<file path="src/rtl/mips_mc_controller_pkg.sv">
// Shared definitions for the multicycle controller: state encoding,
// supported opcodes, ALU operation classes, ALU function codes and the
// control-word payload driven toward the datapath.
package mips_mc_controller_pkg;

    localparam int unsigned STATE_W   = 4;
    localparam int unsigned OPCODE_W  = 6;
    localparam int unsigned FUNCT_W   = 6;
    localparam int unsigned ALU_OP_W  = 2;
    localparam int unsigned ALU_SEL_W = 4;

    typedef enum logic [STATE_W-1:0] {
        S_FETCH  = 4'd0,
        S_DECODE = 4'd1,
        S_MEMADR = 4'd2,
        S_MEMRD  = 4'd3,
        S_MEMWB  = 4'd4,
        S_MEMWR  = 4'd5,
        S_EXEC   = 4'd6,
        S_ALUWB  = 4'd7,
        S_BEQ    = 4'd8,
        S_ADDIEX = 4'd9,
        S_ADDIWB = 4'd10,
        S_JUMP   = 4'd11,
        S_TRAP   = 4'd12
    } mc_state_t;

    // Supported opcodes (instruction register [31:26])
    localparam logic [OPCODE_W-1:0] OP_RTYPE = 6'b000000;
    localparam logic [OPCODE_W-1:0] OP_LW    = 6'b100011;
    localparam logic [OPCODE_W-1:0] OP_SW    = 6'b101011;
    localparam logic [OPCODE_W-1:0] OP_BEQ   = 6'b000100;
    localparam logic [OPCODE_W-1:0] OP_ADDI  = 6'b001000;
    localparam logic [OPCODE_W-1:0] OP_J     = 6'b000010;

    // ALU operation class handed to the ALU decoder
    localparam logic [ALU_OP_W-1:0] ALU_OP_ADD   = 2'b00;
    localparam logic [ALU_OP_W-1:0] ALU_OP_SUB   = 2'b01;
    localparam logic [ALU_OP_W-1:0] ALU_OP_FUNCT = 2'b10;

    // R-type funct field values
    localparam logic [FUNCT_W-1:0] FN_ADD = 6'b100000;
    localparam logic [FUNCT_W-1:0] FN_SUB = 6'b100010;
    localparam logic [FUNCT_W-1:0] FN_AND = 6'b100100;
    localparam logic [FUNCT_W-1:0] FN_OR  = 6'b100101;
    localparam logic [FUNCT_W-1:0] FN_NOR = 6'b100111;
    localparam logic [FUNCT_W-1:0] FN_SLT = 6'b101010;

    // ALU function select codes
    localparam logic [ALU_SEL_W-1:0] ALU_AND = 4'b0000;
    localparam logic [ALU_SEL_W-1:0] ALU_OR  = 4'b0001;
    localparam logic [ALU_SEL_W-1:0] ALU_ADD = 4'b0010;
    localparam logic [ALU_SEL_W-1:0] ALU_SUB = 4'b0110;
    localparam logic [ALU_SEL_W-1:0] ALU_SLT = 4'b0111;
    localparam logic [ALU_SEL_W-1:0] ALU_NOR = 4'b1100;

    // Datapath control word decoded from the current state
    typedef struct packed {
        logic       mem_req;
        logic       mem_we;
        logic       iord;
        logic       ir_write;
        logic       pc_en;
        logic [1:0] pc_src;
        logic       alu_src_a;
        logic [1:0] alu_src_b;
        logic       reg_write;
        logic       reg_dst;
        logic       mem_to_reg;
        logic       instr_done;
    } ctrl_t;

endpackage

</file>
<file path="src/rtl/mips_mc_controller_if.sv">
// Controller <-> datapath/memory bundle. The controller side uses the
// master modport, the datapath side uses the slave modport.
interface mips_mc_controller_if;
    import mips_mc_controller_pkg::*;

    logic [OPCODE_W-1:0]  opcode;
    logic [FUNCT_W-1:0]   funct;
    logic                 zero;
    logic                 mem_ready;

    logic                 mem_req;
    logic                 mem_we;
    logic                 iord;
    logic                 ir_write;
    logic                 pc_en;
    logic [1:0]           pc_src;
    logic                 alu_src_a;
    logic [1:0]           alu_src_b;
    logic [ALU_SEL_W-1:0] alu_sel;
    logic                 reg_write;
    logic                 reg_dst;
    logic                 mem_to_reg;
    logic                 instr_done;
    logic                 illegal_op;

    modport master (
        input  opcode, funct, zero, mem_ready,
        output mem_req, mem_we, iord, ir_write, pc_en, pc_src,
               alu_src_a, alu_src_b, alu_sel, reg_write, reg_dst,
               mem_to_reg, instr_done, illegal_op
    );

    modport slave (
        output opcode, funct, zero, mem_ready,
        input  mem_req, mem_we, iord, ir_write, pc_en, pc_src,
               alu_src_a, alu_src_b, alu_sel, reg_write, reg_dst,
               mem_to_reg, instr_done, illegal_op
    );

endinterface

</file>
<file path="src/rtl/mips_mc_controller_alu_decoder.sv">
// ALU decoder: maps the controller's ALU operation class plus the R-type
// funct field onto the ALU function select.
module mips_mc_controller_alu_decoder
    import mips_mc_controller_pkg::*;
(
    input  logic [ALU_OP_W-1:0]  alu_op,
    input  logic [FUNCT_W-1:0]   funct,
    output logic [ALU_SEL_W-1:0] alu_sel_c
);

    // Unknown funct codes fall back to add so the ALU never sees an undefined select
    always_comb begin
        alu_sel_c = ALU_ADD;
        case (alu_op)
            ALU_OP_ADD: alu_sel_c = ALU_ADD;
            ALU_OP_SUB: alu_sel_c = ALU_SUB;
            ALU_OP_FUNCT: begin
                case (funct)
                    FN_ADD:  alu_sel_c = ALU_ADD;
                    FN_SUB:  alu_sel_c = ALU_SUB;
                    FN_AND:  alu_sel_c = ALU_AND;
                    FN_OR:   alu_sel_c = ALU_OR;
                    FN_NOR:  alu_sel_c = ALU_NOR;
                    FN_SLT:  alu_sel_c = ALU_SLT;
                    default: alu_sel_c = ALU_ADD;
                endcase
            end
            default: alu_sel_c = ALU_ADD;
        endcase
    end

endmodule

</file>
<file path="src/rtl/mips_mc_controller.sv">
// Multicycle sequencing controller for the MIPS core. Steps each
// instruction through fetch/decode/execute/memory/writeback states and
// drives all datapath enables and selects from the registered state.
// Outputs are combinational from the state (plus mem_ready/zero) so the
// datapath sees them in the same cycle; rst forces all of them low.
// Optional feature: define MIPS_MC_ILLEGAL_TRAP_EN to send unsupported
// opcodes to a sticky TRAP state; otherwise they retire as a 2-cycle NOP.
module mips_mc_controller
    import mips_mc_controller_pkg::*;
(
    input  logic                 clk,
    input  logic                 rst,
    mips_mc_controller_if.master bus
);

    mc_state_t            state_q;
    mc_state_t            state_d;
    ctrl_t                ctrl_c;
    ctrl_t                ctrl_out_c;
    logic [ALU_OP_W-1:0]  alu_op_c;
    logic [ALU_SEL_W-1:0] alu_sel_c;
    logic                 out_en_c;
    logic                 illegal_flag;

    // State register
    always_ff @(posedge clk) begin
        if (rst) begin
            state_q <= S_FETCH;
        end else begin
            state_q <= state_d;
        end
    end

`ifdef MIPS_MC_ILLEGAL_TRAP_EN
    // Sticky unsupported-opcode flag, set on the DECODE -> TRAP edge
    always_ff @(posedge clk) begin
        if (rst) begin
            illegal_flag <= 1'b0;
        end else if ((state_q == S_DECODE) && (state_d == S_TRAP)) begin
            illegal_flag <= 1'b1;
        end
    end
`else
    assign illegal_flag = 1'b0;
`endif

    // ALU function select from operation class and funct
    mips_mc_controller_alu_decoder u_alu_decoder (
        .alu_op    (alu_op_c),
        .funct     (bus.funct),
        .alu_sel_c (alu_sel_c)
    );

    // Next-state and per-state control word
    always_comb begin
        state_d  = state_q;
        ctrl_c   = '0;
        alu_op_c = ALU_OP_ADD;
        case (state_q)
            S_FETCH: begin
                ctrl_c.mem_req   = 1'b1;
                ctrl_c.alu_src_b = 2'b01;
                if (bus.mem_ready) begin
                    ctrl_c.ir_write = 1'b1;
                    ctrl_c.pc_en    = 1'b1;
                    state_d         = S_DECODE;
                end
            end
            S_DECODE: begin
                ctrl_c.alu_src_b = 2'b11;
                case (bus.opcode)
                    OP_LW, OP_SW: state_d = S_MEMADR;
                    OP_RTYPE:     state_d = S_EXEC;
                    OP_BEQ:       state_d = S_BEQ;
                    OP_ADDI:      state_d = S_ADDIEX;
                    OP_J:         state_d = S_JUMP;
                    default: begin
`ifdef MIPS_MC_ILLEGAL_TRAP_EN
                        state_d = S_TRAP;
`else
                        ctrl_c.instr_done = 1'b1;
                        state_d           = S_FETCH;
`endif
                    end
                endcase
            end
            S_MEMADR: begin
                ctrl_c.alu_src_a = 1'b1;
                ctrl_c.alu_src_b = 2'b10;
                state_d          = (bus.opcode == OP_LW) ? S_MEMRD : S_MEMWR;
            end
            S_MEMRD: begin
                ctrl_c.mem_req = 1'b1;
                ctrl_c.iord    = 1'b1;
                if (bus.mem_ready) begin
                    state_d = S_MEMWB;
                end
            end
            S_MEMWB: begin
                ctrl_c.reg_write  = 1'b1;
                ctrl_c.mem_to_reg = 1'b1;
                ctrl_c.instr_done = 1'b1;
                state_d           = S_FETCH;
            end
            S_MEMWR: begin
                ctrl_c.mem_req = 1'b1;
                ctrl_c.mem_we  = 1'b1;
                ctrl_c.iord    = 1'b1;
                if (bus.mem_ready) begin
                    ctrl_c.instr_done = 1'b1;
                    state_d           = S_FETCH;
                end
            end
            S_EXEC: begin
                ctrl_c.alu_src_a = 1'b1;
                alu_op_c         = ALU_OP_FUNCT;
                state_d          = S_ALUWB;
            end
            S_ALUWB: begin
                ctrl_c.reg_write  = 1'b1;
                ctrl_c.reg_dst    = 1'b1;
                ctrl_c.instr_done = 1'b1;
                state_d           = S_FETCH;
            end
            S_BEQ: begin
                ctrl_c.alu_src_a  = 1'b1;
                alu_op_c          = ALU_OP_SUB;
                ctrl_c.pc_src     = 2'b01;
                ctrl_c.pc_en      = bus.zero;
                ctrl_c.instr_done = 1'b1;
                state_d           = S_FETCH;
            end
            S_ADDIEX: begin
                ctrl_c.alu_src_a = 1'b1;
                ctrl_c.alu_src_b = 2'b10;
                state_d          = S_ADDIWB;
            end
            S_ADDIWB: begin
                ctrl_c.reg_write  = 1'b1;
                ctrl_c.instr_done = 1'b1;
                state_d           = S_FETCH;
            end
            S_JUMP: begin
                ctrl_c.pc_src     = 2'b10;
                ctrl_c.pc_en      = 1'b1;
                ctrl_c.instr_done = 1'b1;
                state_d           = S_FETCH;
            end
`ifdef MIPS_MC_ILLEGAL_TRAP_EN
            S_TRAP: begin
                state_d = S_TRAP;
            end
`endif
            default: begin
                state_d = S_FETCH;
            end
        endcase
    end

    // Output gating: nothing reaches the datapath during reset or in TRAP
    assign out_en_c   = !rst && (state_q != S_TRAP);
    assign ctrl_out_c = out_en_c ? ctrl_c : '0;

    assign bus.mem_req    = ctrl_out_c.mem_req;
    assign bus.mem_we     = ctrl_out_c.mem_we;
    assign bus.iord       = ctrl_out_c.iord;
    assign bus.ir_write   = ctrl_out_c.ir_write;
    assign bus.pc_en      = ctrl_out_c.pc_en;
    assign bus.pc_src     = ctrl_out_c.pc_src;
    assign bus.alu_src_a  = ctrl_out_c.alu_src_a;
    assign bus.alu_src_b  = ctrl_out_c.alu_src_b;
    assign bus.reg_write  = ctrl_out_c.reg_write;
    assign bus.reg_dst    = ctrl_out_c.reg_dst;
    assign bus.mem_to_reg = ctrl_out_c.mem_to_reg;
    assign bus.instr_done = ctrl_out_c.instr_done;
    assign bus.alu_sel    = out_en_c ? alu_sel_c : '0;
    assign bus.illegal_op = illegal_flag & ~rst;

endmodule

</file>
<file path="src/flat_wrapper.sv">
// flat-port wrapper written by rule: the top's interface ports become plain ports
module mips_mc_controller_flat import mips_mc_controller_pkg::*;
  (clk, rst, bus_opcode, bus_funct, bus_zero, bus_mem_ready, bus_mem_req, bus_mem_we, bus_iord, bus_ir_write, bus_pc_en, bus_pc_src, bus_alu_src_a, bus_alu_src_b, bus_alu_sel, bus_reg_write, bus_reg_dst, bus_mem_to_reg, bus_instr_done, bus_illegal_op);
  mips_mc_controller_if bus_i ();
  input  logic clk;
  input  logic rst;
  input wire logic [$bits(bus_i.opcode)-1:0] bus_opcode;
  input wire logic [$bits(bus_i.funct)-1:0] bus_funct;
  input wire logic [$bits(bus_i.zero)-1:0] bus_zero;
  input wire logic [$bits(bus_i.mem_ready)-1:0] bus_mem_ready;
  output wire logic [$bits(bus_i.mem_req)-1:0] bus_mem_req;
  output wire logic [$bits(bus_i.mem_we)-1:0] bus_mem_we;
  output wire logic [$bits(bus_i.iord)-1:0] bus_iord;
  output wire logic [$bits(bus_i.ir_write)-1:0] bus_ir_write;
  output wire logic [$bits(bus_i.pc_en)-1:0] bus_pc_en;
  output wire logic [$bits(bus_i.pc_src)-1:0] bus_pc_src;
  output wire logic [$bits(bus_i.alu_src_a)-1:0] bus_alu_src_a;
  output wire logic [$bits(bus_i.alu_src_b)-1:0] bus_alu_src_b;
  output wire logic [$bits(bus_i.alu_sel)-1:0] bus_alu_sel;
  output wire logic [$bits(bus_i.reg_write)-1:0] bus_reg_write;
  output wire logic [$bits(bus_i.reg_dst)-1:0] bus_reg_dst;
  output wire logic [$bits(bus_i.mem_to_reg)-1:0] bus_mem_to_reg;
  output wire logic [$bits(bus_i.instr_done)-1:0] bus_instr_done;
  output wire logic [$bits(bus_i.illegal_op)-1:0] bus_illegal_op;
  assign bus_i.opcode = bus_opcode;
  assign bus_i.funct = bus_funct;
  assign bus_i.zero = bus_zero;
  assign bus_i.mem_ready = bus_mem_ready;
  assign bus_mem_req = bus_i.mem_req;
  assign bus_mem_we = bus_i.mem_we;
  assign bus_iord = bus_i.iord;
  assign bus_ir_write = bus_i.ir_write;
  assign bus_pc_en = bus_i.pc_en;
  assign bus_pc_src = bus_i.pc_src;
  assign bus_alu_src_a = bus_i.alu_src_a;
  assign bus_alu_src_b = bus_i.alu_src_b;
  assign bus_alu_sel = bus_i.alu_sel;
  assign bus_reg_write = bus_i.reg_write;
  assign bus_reg_dst = bus_i.reg_dst;
  assign bus_mem_to_reg = bus_i.mem_to_reg;
  assign bus_instr_done = bus_i.instr_done;
  assign bus_illegal_op = bus_i.illegal_op;
  mips_mc_controller u_core (.clk(clk), .rst(rst), .bus(bus_i));
endmodule
</file>
<file path="config.mk">
export PLATFORM = sky130hd
export DESIGN_NAME = mips_mc_controller_flat
export DESIGN_NICKNAME = d
export VERILOG_FILES = /design/src/rtl/mips_mc_controller_pkg.sv /design/src/rtl/mips_mc_controller_if.sv /design/src/rtl/mips_mc_controller_alu_decoder.sv /design/src/rtl/mips_mc_controller.sv /design/src/flat_wrapper.sv
export SDC_FILE = /design/constraint.sdc
export NUM_CORES = 1
export LEC_CHECK = 0
export CORE_ASPECT_RATIO = 1.2
export CORE_MARGIN = 5
export CORE_UTILIZATION = 36
export CTS_BUF_LIST = sky130_fd_sc_hd__clkbuf_4 sky130_fd_sc_hd__clkbuf_8 sky130_fd_sc_hd__clkbuf_16
export CTS_CLUSTER_DIAMETER = 120
export DETAILED_ROUTE_END_ITERATION = 8
export PLACE_DENSITY = 0.76
export SLEW_MARGIN = 20
export SYNTH_ARGS = -nofsm -noshare
export SYNTH_HDL_FRONTEND = slang
export SYNTH_SLANG_ARGS = --single-unit
</file>
<file path="constraint.sdc">
create_clock -name clk -period 1.75 [get_ports clk]
set_clock_uncertainty 0.15 [all_clocks]
set_input_delay 0.175 -clock clk [delete_from_list [all_inputs] [get_ports clk]]
set_output_delay 0.175 -clock clk [all_outputs]
set_load 0.01 [all_outputs]
</file>
==> qor.yml <==
violations: "negative setup slack"
syn_nets: 126
fp.dieH_um: 59.2
top_usage_layer: "met2"
drt_wl_total_um: 3130
ys.flop_type: "dfxtp_1"
antenna_found_initial: 0
finalPower_mw: 0.412
synth_edf_count: 0
clk_latency_ns: 0.25
largest_register_ffs: 4
p_per_area_mw_per_mm2: 282
async_flop_share_pct: 0
status: "finished, violations left"
die_w_um: 51.0
cp-endpoint: "bus_alu_sel[3]"
worstSetupEndpointType: "primary output"
worst_hold_slack_ns: 0.521
synth_compound_area_share_pct: 23.6
drt-vias-per-instance: 5.79
cap_viol_max_count: 0
crit_cells: 6
clkTransAtPathRegs_ns: 0.05
num-nets-final: 192
met3_usage_pct: 1.26
grt_usage_pct: 19.1
pin_count: 35
max_stage_delay_ns: 0.35
htree_num_levels: 1
critPathLaunch: "u_core.state_q[2]$_SDFFE_PP0P_"
reg2reg_depth: 6
worstPathArrival_ns: 1.80
wl_per_cell_um: 16.4
gp_congestion: 0.896
instances_no_fill: 191
hp-class: "flip-flop to flip-flop"
peakVddDrop_v: 0.000215
antenna_cells: 0
ys_seq_elements: 4
die_area_mm2: 0.00302
numCtsBuffers: 3
rsz0062_at_grt: "yes"
synthSimpleGateAreaFrac_pct: 44.5
crit_type: "flip-flop to primary output"
rrSetupSlack_ns: 0.09
vias: 1105
drive_gt1_share_pct: 55.2
cp_slowest_cell: "or3_4"
r2r_end: "u_core.state_q[0]$_SDFFE_PP0P_"
netlist_instances: 108
remaining_drc_errors: 0
start_kind: "flip-flop"
grt_pass1_wl_um: 4500
io_buffers: 33
grt_pass1_vias: 1010
finalHoldViolations: 0
grt_max_degree: 13
yosysUniqueCellTypes: 43
utilization_pct: 78.1
grt_util_met2_pct: 35.8
reg2reg_from: "u_core.state_q[2]$_SDFFE_PP0P_"
n_fill_cell: 131
top_regs: "u_core.state_q: 4 flops"
ant_nets: 0
ys_seq_area_share_pct: 11.0
dr.pass1.iters: 4
synth_top_family_by_area: "simple AND/OR/NAND/NOR gates"
crit_required_ns: 1.42
core_region_area_mm2: 0.00187
row_count: 17
p_leak_nw: 0.637
top_register: "u_core.state_q"
use_met1_pct: 21.6
dp.final_hpwl_um: 2210
initial_core_util_pct: 38.8
ctsRootBufferMaster: "clkbuf_4"
path_buf_inv: 1
clockBufferDepth: 2
critPathMaxFanout: 3
synthAdderAreaFrac_pct: 3.45
crit_family: "simple AND/OR/NAND/NOR gates"
ctsHoldBuffers: 0
synth_xor_xnor_area_share_pct: 3.62
dp.cells: 183
overflow: 0
clock_sinks: 4
first_iter_violations: 23
fin_ws_ns: -0.375
syn_to_final_growth_pct: 102
fmax_ghz: 0.471
hold_depth: 2
period_minus_slack_ns: 2.12
cts_tree: "yes"
path_cells: "nand2b_4, or3_4, ha_4, or2_4, nor3_4, buf_2"
finalSetupViolCount: 7
synth_mux_area_share_pct: 2.93
postSynthAreaPerCell_um2: 6.72
drv_slew: 0
netlist_area_um2: 726
yosys_warnings: 0
fin_crit_sh_pct: 121
-- where the power goes --
part / leakage [nW] / internal (mW) / switching, mW / total [mW]
clock: 0.0138 / 0.0774 / 0.0477 / 0.125
combinational: 0.588 / 0.104 / 0.0874 / 0.191
sequential: 0.0352 / 0.0902 / 0.00509 / 0.0953
total: 0.637 / 0.272 / 0.140 / 0.412
-- timing repair --
item,in CTS,in global routing
gates resized for setup,64,46
pin swaps,4,8
setup endpoints to repair,18,19
buffers inserted,0,5
-- worst min path at each step --
| stage | to | slack, ns | from |
|---|---|---|---|
| 2_1_floorplan | u_core.state_q[0]$_SDFFE_PP0P_ | 0.20 | bus_opcode[0] |
| 5_1_grt | u_core.state_q[1]$_SDFFE_PP0P_ | 0.55 | u_core.state_q[0]$_SDFFE_PP0P_ |
| 4_1_cts | u_core.state_q[1]$_SDFFE_PP0P_ | 0.52 | u_core.state_q[0]$_SDFFE_PP0P_ |
| 3_5_place_dp | u_core.state_q[1]$_SDFFE_PP0P_ | 0.51 | u_core.state_q[0]$_SDFFE_PP0P_ |
| 3_3_place_gp | u_core.state_q[1]$_SDFFE_PP0P_ | 0.49 | u_core.state_q[0]$_SDFFE_PP0P_ |
| 6_report | u_core.state_q[1]$_SDFFE_PP0P_ | 0.52 | u_core.state_q[0]$_SDFFE_PP0P_ |
-- synth_stat cells, drive strengths merged, types with 2 or more instances --
cell / n / area share, %
dfxtp: 4 / 11
a21oi: 9 / 6.2
o311ai: 2 / 2.4
nand3: 6 / 4.1
xnor2: 2 / 2.4
nand2b: 6 / 5.5
or2: 4 / 3.8
nand3b: 2 / 2.1
nand2: 6 / 3.1
nor2b: 4 / 3.4
inv: 4 / 2.1
nor4: 3 / 2.6
nor3: 10 / 7.6
nor2: 14 / 7.6
o21ai: 3 / 2.1
buf: 6 / 7.8
ha: 2 / 3.4
-- layout by cell type, fill, tap and decap left out, types with 2 or more instances in the layout --
cell              n
nor4_1            2
nor2_1            7
nor2b_1           2
o311ai_0          2
nand3b_1          2
a21oi_2           4
o21ai_0           2
nand3_1           5
nor3_1            6
nand2b_4          3
nor2_2            4
inv_1             3
nor2b_4           2
dfxtp_4           3
or2_4             4
a21oi_1           5
buf_6             5
clkbuf_4          3
nand2_1           5
nor3_2            3
clkdlybuf4s50_1  15
dlymetal6s2s_1    2
nand2b_1          3
xnor2_1           2
buf_2            12
nor2_4            3
buf_8             2
buf_4            29
clkbuf_2          2
-- through the flow --
stage | TNS (ns) | worst slack, ns | area [µm²]
5_1_grt | -2.16 | -0.441 | 1460
3_3_place_gp | -5.62 | -0.540 | 1310
6_report | -1.53 | -0.375 | 1460
4_1_cts | -3.10 | -0.414 | 1340
2_1_floorplan | -0.0932 | -0.0621 | 790
3_5_place_dp | -5.86 | -0.586 | 1310
-- final cells by class --
cell class	instances	area, µm²	share of cell area [%]
tap	19	23.8	1.63
sequential	4	92.6	6.33
inverter	4	17.5	1.20
timing repair buffer	68	569	38.9
multi-input combinational	93	737	50.4
clock buffer	3	22.5	1.54
-- tightest hold or removal path, cell delays in order, from the launching register on --
cell	delay, ns
dfxtp_4	0.37
nand3_1	0.11
o311ai_0	0.13
-- per-layer routing --
layer	vias to the layer above	share of wire (%)
met5	-	0
met4	0	0.42
met3	2	5.6
met2	48	56
met1	531	38
li1	524	-
-- cell families (layout without fill, tap and decap cells) --
kind of cell | count (synthesis) | in the layout
simple gates | 60 | 60
compound gates | 25 | 25
buf+inv | 11 | 75
flops | 4 | 4
xor+xnor | 3 | 3
fa+ha+maj | 2 | 2
mux | 2 | 2
other cells | 1 | 1
No activity file was read; power rests on OpenSTA's default activity.
